File: src/rtl/core_pkg.sv
`default_nettype none
// ============================================================================
//  Module      : core_pkg
//  Description : Shared widths and ALU operation encodings for the RV64
//                execute-stage datapath.
//  Revision    : 1.0 - initial release
// ============================================================================
package core_pkg;

  localparam int XLEN       = 64;
  localparam int REG_ADDR_W = 5;
  localparam int NREG       = 1 << REG_ADDR_W;

  // Encodings not listed here (2'b11) select a zero result in the ALU.
  typedef enum logic [1:0] {
    ALUOP_NONE = 2'b00,
    ALUOP_ADD  = 2'b01,
    ALUOP_SLTU = 2'b10
  } aluop_e;

endpackage
`default_nettype wire

File: src/rtl/gpr_array.sv
`default_nettype none
// ============================================================================
//  Module      : gpr_array
//  Description : NREG x XLEN general-purpose register file, two asynchronous
//                read ports and one synchronous write port. x0 reads as zero.
//  Revision    : 1.0 - initial release
//
//  Ports:
//    clk     in   rising-edge clock
//    rst     in   synchronous active-high reset, clears every register
//    raddr1  in   read port 1 address      rdata1  out  read port 1 data
//    raddr2  in   read port 2 address      rdata2  out  read port 2 data
//    we      in   write enable
//    waddr   in   write address (writes to 0 are dropped)
//    wdata   in   write data
// ============================================================================
module gpr_array
  import core_pkg::*;
#(
  parameter int XLEN = core_pkg::XLEN,
  parameter int NREG = core_pkg::NREG
) (
  input  logic                  clk,
  input  logic                  rst,
  input  logic [REG_ADDR_W-1:0] raddr1,
  output logic [XLEN-1:0]       rdata1,
  input  logic [REG_ADDR_W-1:0] raddr2,
  output logic [XLEN-1:0]       rdata2,
  input  logic                  we,
  input  logic [REG_ADDR_W-1:0] waddr,
  input  logic [XLEN-1:0]       wdata
);

  logic [XLEN-1:0] regs_q [NREG];

  // Reset takes priority over a write presented in the same cycle.
  always_ff @(posedge clk) begin
    if (rst) begin
      for (int i = 0; i < NREG; i++) begin
        regs_q[i] <= '0;
      end
    end else if (we && (waddr != '0)) begin
      regs_q[waddr] <= wdata;
    end
  end

  // No write-to-read bypass: a read of the register being written returns
  // the pre-edge contents. x0 is forced to zero at the read mux.
  assign rdata1 = (raddr1 == '0) ? '0 : regs_q[raddr1];
  assign rdata2 = (raddr2 == '0) ? '0 : regs_q[raddr2];

endmodule
`default_nettype wire

File: src/rtl/exec_alu_regfile.sv
`default_nettype none
// ============================================================================
//  Module      : exec_alu_regfile
//  Description : Execute-stage datapath for the single-cycle RV64 core:
//                combinational 64-bit ALU (add / sltu) plus the GPR file.
//  Revision    : 1.0 - initial release
//
//  Ports:
//    clk, rst            clock, synchronous active-high reset
//    alu_src1, alu_src2  ALU operands (XLEN)
//    aluop               01 = add, 10 = set-less-than-unsigned, else zero
//    alu_result          combinational ALU result (XLEN)
//    raddr1/rdata1       register read port 1
//    raddr2/rdata2       register read port 2
//    we, waddr, wdata    register write port
// ============================================================================
module exec_alu_regfile
  import core_pkg::*;
#(
  parameter int XLEN = core_pkg::XLEN,
  parameter int NREG = core_pkg::NREG
) (
  input  logic                  clk,
  input  logic                  rst,
  input  logic [XLEN-1:0]       alu_src1,
  input  logic [XLEN-1:0]       alu_src2,
  input  logic [1:0]            aluop,
  output logic [XLEN-1:0]       alu_result,
  input  logic [REG_ADDR_W-1:0] raddr1,
  output logic [XLEN-1:0]       rdata1,
  input  logic [REG_ADDR_W-1:0] raddr2,
  output logic [XLEN-1:0]       rdata2,
  input  logic                  we,
  input  logic [REG_ADDR_W-1:0] waddr,
  input  logic [XLEN-1:0]       wdata
);

  // Add wraps modulo 2^XLEN; the compare is unsigned.
  always_comb begin
    alu_result = '0;
    case (aluop)
      ALUOP_ADD:  alu_result = alu_src1 + alu_src2;
      ALUOP_SLTU: alu_result = {{(XLEN-1){1'b0}}, (alu_src1 < alu_src2)};
      default:    alu_result = '0;
    endcase
  end

  gpr_array #(
    .XLEN (XLEN),
    .NREG (NREG)
  ) u_gpr_array (
    .clk    (clk),
    .rst    (rst),
    .raddr1 (raddr1),
    .rdata1 (rdata1),
    .raddr2 (raddr2),
    .rdata2 (rdata2),
    .we     (we),
    .waddr  (waddr),
    .wdata  (wdata)
  );

endmodule
`default_nettype wire

File: config.mk
export PLATFORM = sky130hd
export DESIGN_NAME = exec_alu_regfile
export DESIGN_NICKNAME = d
export VERILOG_FILES = /design/src/rtl/core_pkg.sv /design/src/rtl/gpr_array.sv /design/src/rtl/exec_alu_regfile.sv
export SDC_FILE = /design/constraint.sdc
export NUM_CORES = 2
export LEC_CHECK = 0
export ABC_AREA = 1
export BUFFER_PORTS_ARGS = -buffer_cell sky130_fd_sc_hd__buf_2
export CAP_MARGIN = 0
export CORE_ASPECT_RATIO = 0.8
export CORE_UTILIZATION = 31
export CTS_BUF_LIST = sky130_fd_sc_hd__clkbuf_4 sky130_fd_sc_hd__clkbuf_8 sky130_fd_sc_hd__clkbuf_16
export DETAILED_ROUTE_END_ITERATION = 7
export PLACE_DENSITY_LB_ADDON = 0.15
export SLEW_MARGIN = 25
export SYNTH_ARGS = -nofsm -noshare
export SYNTH_HDL_FRONTEND = slang
export SYNTH_SLANG_ARGS = --single-unit
File: constraint.sdc
create_clock -name clk -period 4.1 [get_ports clk]
set_input_delay 0.205 -clock clk [delete_from_list [all_inputs] [get_ports clk]]
set_output_delay 0.205 -clock clk [all_outputs]
set_load 0.01 [all_outputs]
==> results.md <==
Timing:
- The worst path in the final design needs a cycle of 3.44 ns, including I/O delays and setup.
- The tightest hold path in the finished design has a slack of -0.00460 ns.
- The max-slew violation count is 0.
- At the pin with the least slew margin, the transition time is about 1.2 ns.
- Summed over all failing endpoints, the final setup total negative slack is 0 ns.
- The count of endpoints failing hold in the final timing report is 4.
- Of the available clock period, the critical path in the final layout requires between 80% and 90%.
- Setup violations remaining at the end of the flow were counted as 0.
- The worst pin sits at a relative slew slack of a little over a fifth.
- The fmax is 0.290 GHz.
- Setup repair after global routing left no endpoint under its margin.

Place:
- The congestion estimate from routability-driven global placement came to 0.953.
- The port buffer count is roughly 400.
- The final HPWL from detailed placement is approximately 340000 um.
- In this run the cell area measured after placement is 125000 um^2.

Synth:
- The post-synthesis sequential element count is ~2000.
- The number of instances in the synthesized netlist is 14000.
- The share of async-settable or async-resettable flops after synthesis is 0%.
- The unique cell type count in the Yosys netlist is 40.
- The number of synthesis warnings is 0.
- Of the synthesized area, sequential elements account for 53.2%.
- The most instantiated flip-flop cell in the synthesis netlist is edfxtp_1.
- After synthesis the cells add up to around 120000 um^2.
- The synthesized area per cell is approximately 8 um^2.
- The synthesized design contains 2048 enable-type register cells.

Layout:
- The register with the most flip-flops in the final layout is u_gpr_array.regs_q.
- The sequential cell area in the final layout is ~60000 um^2.
- The area taken by multi-input logic gates is 47200 um^2.
- The register with the most flip-flops in the layout has a little over 2000 of them.
- Relative to the synthesized area, the layout overhead comes to 14.3%.
- The library cell used most frequently in the layout, excluding fill and tap cells, is nor2_1.
- The final instance area is between 100000 and 150000 um^2.
- In the layout the commonest cells are nor2_1 (4751), o21ai_0 (2440), edfxtp_1 (2048).
- Counting the fill cells in the layout gives approximately 38000.
- The post-layout net count is about 14000.
- The fraction of final layout cells with drive strength greater than 1 is a little under a tenth.
- The largest registers in the layout are u_gpr_array.regs_q: 2048 flops.

Routing:
- The post-route antenna net violation count is 0.
- In the routed design, unresolved DRC markers number 1.
- The routed wirelength normalized by instance count is a little over 30 um.
- Summing over every cut layer, the via total after detailed routing is between 100k and 150k.
- The first-pass detailed-route iteration total is 8.
- Dividing the detail-routed via count by the number of cells gives 5.87.
- The final layout contains routed wiring with a total length of 592000 um.
- The number of design-rule violations left by the first detailed-router iteration is 17900.

GRT:
- The maximum number of pins on one net before global-route repair is 149.
- The via count of the first global-routing pass came to approximately 100k.
- Global routing finished with a remaining overflow of 0.
- The wire length of the first global-routing pass is 809000 um.
- The global router's overall resource usage is 30.1%.
- The initial antenna violation count is 35.

Setup path:
- The critical path capture point type is an output port.
- STA puts the critical path data required time at slightly below 4 ns.
- By startpoint and endpoint, the worst setup path is classified as in -> out.
- STA classifies the critical path startpoint as an input pin.
- The data arrival time of the critical path is 3.24 ns.
- The highest fanout seen on the critical path is 37.

Clock tree:
- The post-cts gate resize count is 0.
- The tree is rooted in a clkbuf_16.
- After clock tree synthesis, the setup repair step added 0 buffers.
- After clock tree synthesis, the clock-pin slew on the worst setup and hold paths is about 0.060 ns.
- The count of H-tree levels built during CTS is 4.
- The TritonCTS clock tree is yes.
- After clock tree synthesis, the flow added hold-fix buffers numbering 43.
- The number of buffers on the longest clock path is 4.
- The number of clock buffers inserted by TritonCTS is approximately 230.
- The clock net sink count is approximately 2000.

Power:
- The combinational power share is approximately 17%.
- In this run the static leakage power is approximately 0.050 uW.
- The switching power is around 16000 uW.
- The switching part of the total power is between 30% and 40%.
- The internal power of the cells totals roughly 38000 uW.
- The clock network accounts for a little under two fifths of the total power.
- The worst-case IR drop observed on VDD is between 0.3 and 0.4 mV.
- In this run the power density over the cells is approximately 410 nW/um^2.
- The part of the total power dissipated in sequential elements is 45.8%.

Floorplan:
- The full die area is between 300000 and 400000 um^2.
- The initial cell density of the core is a little under a third.
- Pin placement for this block handled ~400 I/O pins.
- The total area inside the core boundary comes to roughly 370000 um^2.
- The floorplan step set the die height to 548 um.
- The floorplan step set the die width to roughly 700 um.
- The row count is 200.

Worst hold path:
- The path class of the tightest hold or removal check is in -> reg.

Outcome:
- The flow ran to the end, but the final reports show violations.
- The final reports fail on design-rule violations, negative hold slack.

Job:
- Max-cap violations in this run came to 0.
-- critical path, stage by stage --
cell and delay, ns:
buf_8 0.40, buf_4 0.44, nor3_1 0.15, nand3_4 0.48, buf_4 0.48, o21ai_0 0.36
nor2_1 0.22, buf_4 0.27, buf_2 0.18
-- logic make-up (layout without fill, tap and decap cells) --
group | Yosys count | count (layout) | synth area share (%)
adder cells (fa/ha/maj) | 130 | 130 | 1.41
buffers and inverters | 1819 | 1832 | 6.64
flip-flops | 2048 | 2048 | 53.2
AO/OA/AOI/OAI | 3936 | 3936 | 18.6
AND/OR/NAND/NOR | 6093 | 6093 | 20.1
other | 1 | 121 | 0.00324
-- cell type report --
class | instances | area share [%]
Tap cell | 4949 | 4.68
Clock buffer | 274 | 4.62
Inverter | 512 | 1.51
Sequential cell | 2048 | 46.5
Antenna cell | 57 | 0.108
Multi-Input combinational cell | 10200 | 35.7
Clock inverter | 126 | 0.691
Timing Repair Buffer | 920 | 6.16
-- per-stage QoR --
step,worst slack (ns),power (uW),std cells,util (%)
after floorplan,1.07,29600,14100,-
after global placement,0.752,33800,18600,33.6
after detailed placement,0.747,33800,18600,33.6
after CTS,0.815,54000,19100,35.6
after global routing,0.718,55600,19100,35.6
final,0.656,54200,19100,35.6
-- layer usage --
layer,up-vias,track usage (%),routed length (um)
met1,55100,42.5,246000
met3,1173,6.47,69300
met4,2,13.8,31000
li1,48000,-,-
met2,7874,43.8,246000
met5,-,0,12
-- power by group through the flow --
stage | Sequential, uW | Combinational (uW) | Clock, uW
after floorplan | 25000 | 4580 | 0
after global placement | 25200 | 8610 | 0
after detailed placement | 25200 | 8590 | 0
after CTS | 24800 | 8650 | 20600
after global routing | 24900 | 9330 | 21300
final | 24800 | 8910 | 20500
-- cell usage after synthesis (12+ instances only) --
cell type | instances | area, um^2
buf_6 | 19 | 214
o21ai_0 | 2440 | 12200
buf_1 | 60 | 225
nor2_1 | 4752 | 17800
ha_1 | 129 | 1610
o211ai_1 | 57 | 428
nand3_1 | 181 | 906
o221ai_1 | 132 | 1160
o21a_1 | 12 | 90.1
edfxtp_1 | 2048 | 61500
buf_2 | 393 | 1970
nor3_1 | 51 | 255
nand2_1 | 1079 | 4050
clkbuf_1 | 777 | 2920
o22ai_1 | 919 | 5750
a21oi_1 | 202 | 1010
buf_4 | 55 | 413
o21ai_1 | 155 | 776
inv_1 | 505 | 1900
-- worst paths after layout --
check	endpoint	slack, ns	depth (start not counted)	startpoint
setup / recovery	rdata2[3]	0.66	9	raddr2[1]
hold / removal	u_gpr_array.regs_q[15][9]	-0.005	3	wdata[9]
No activity file was read; power rests on OpenSTA's default activity.
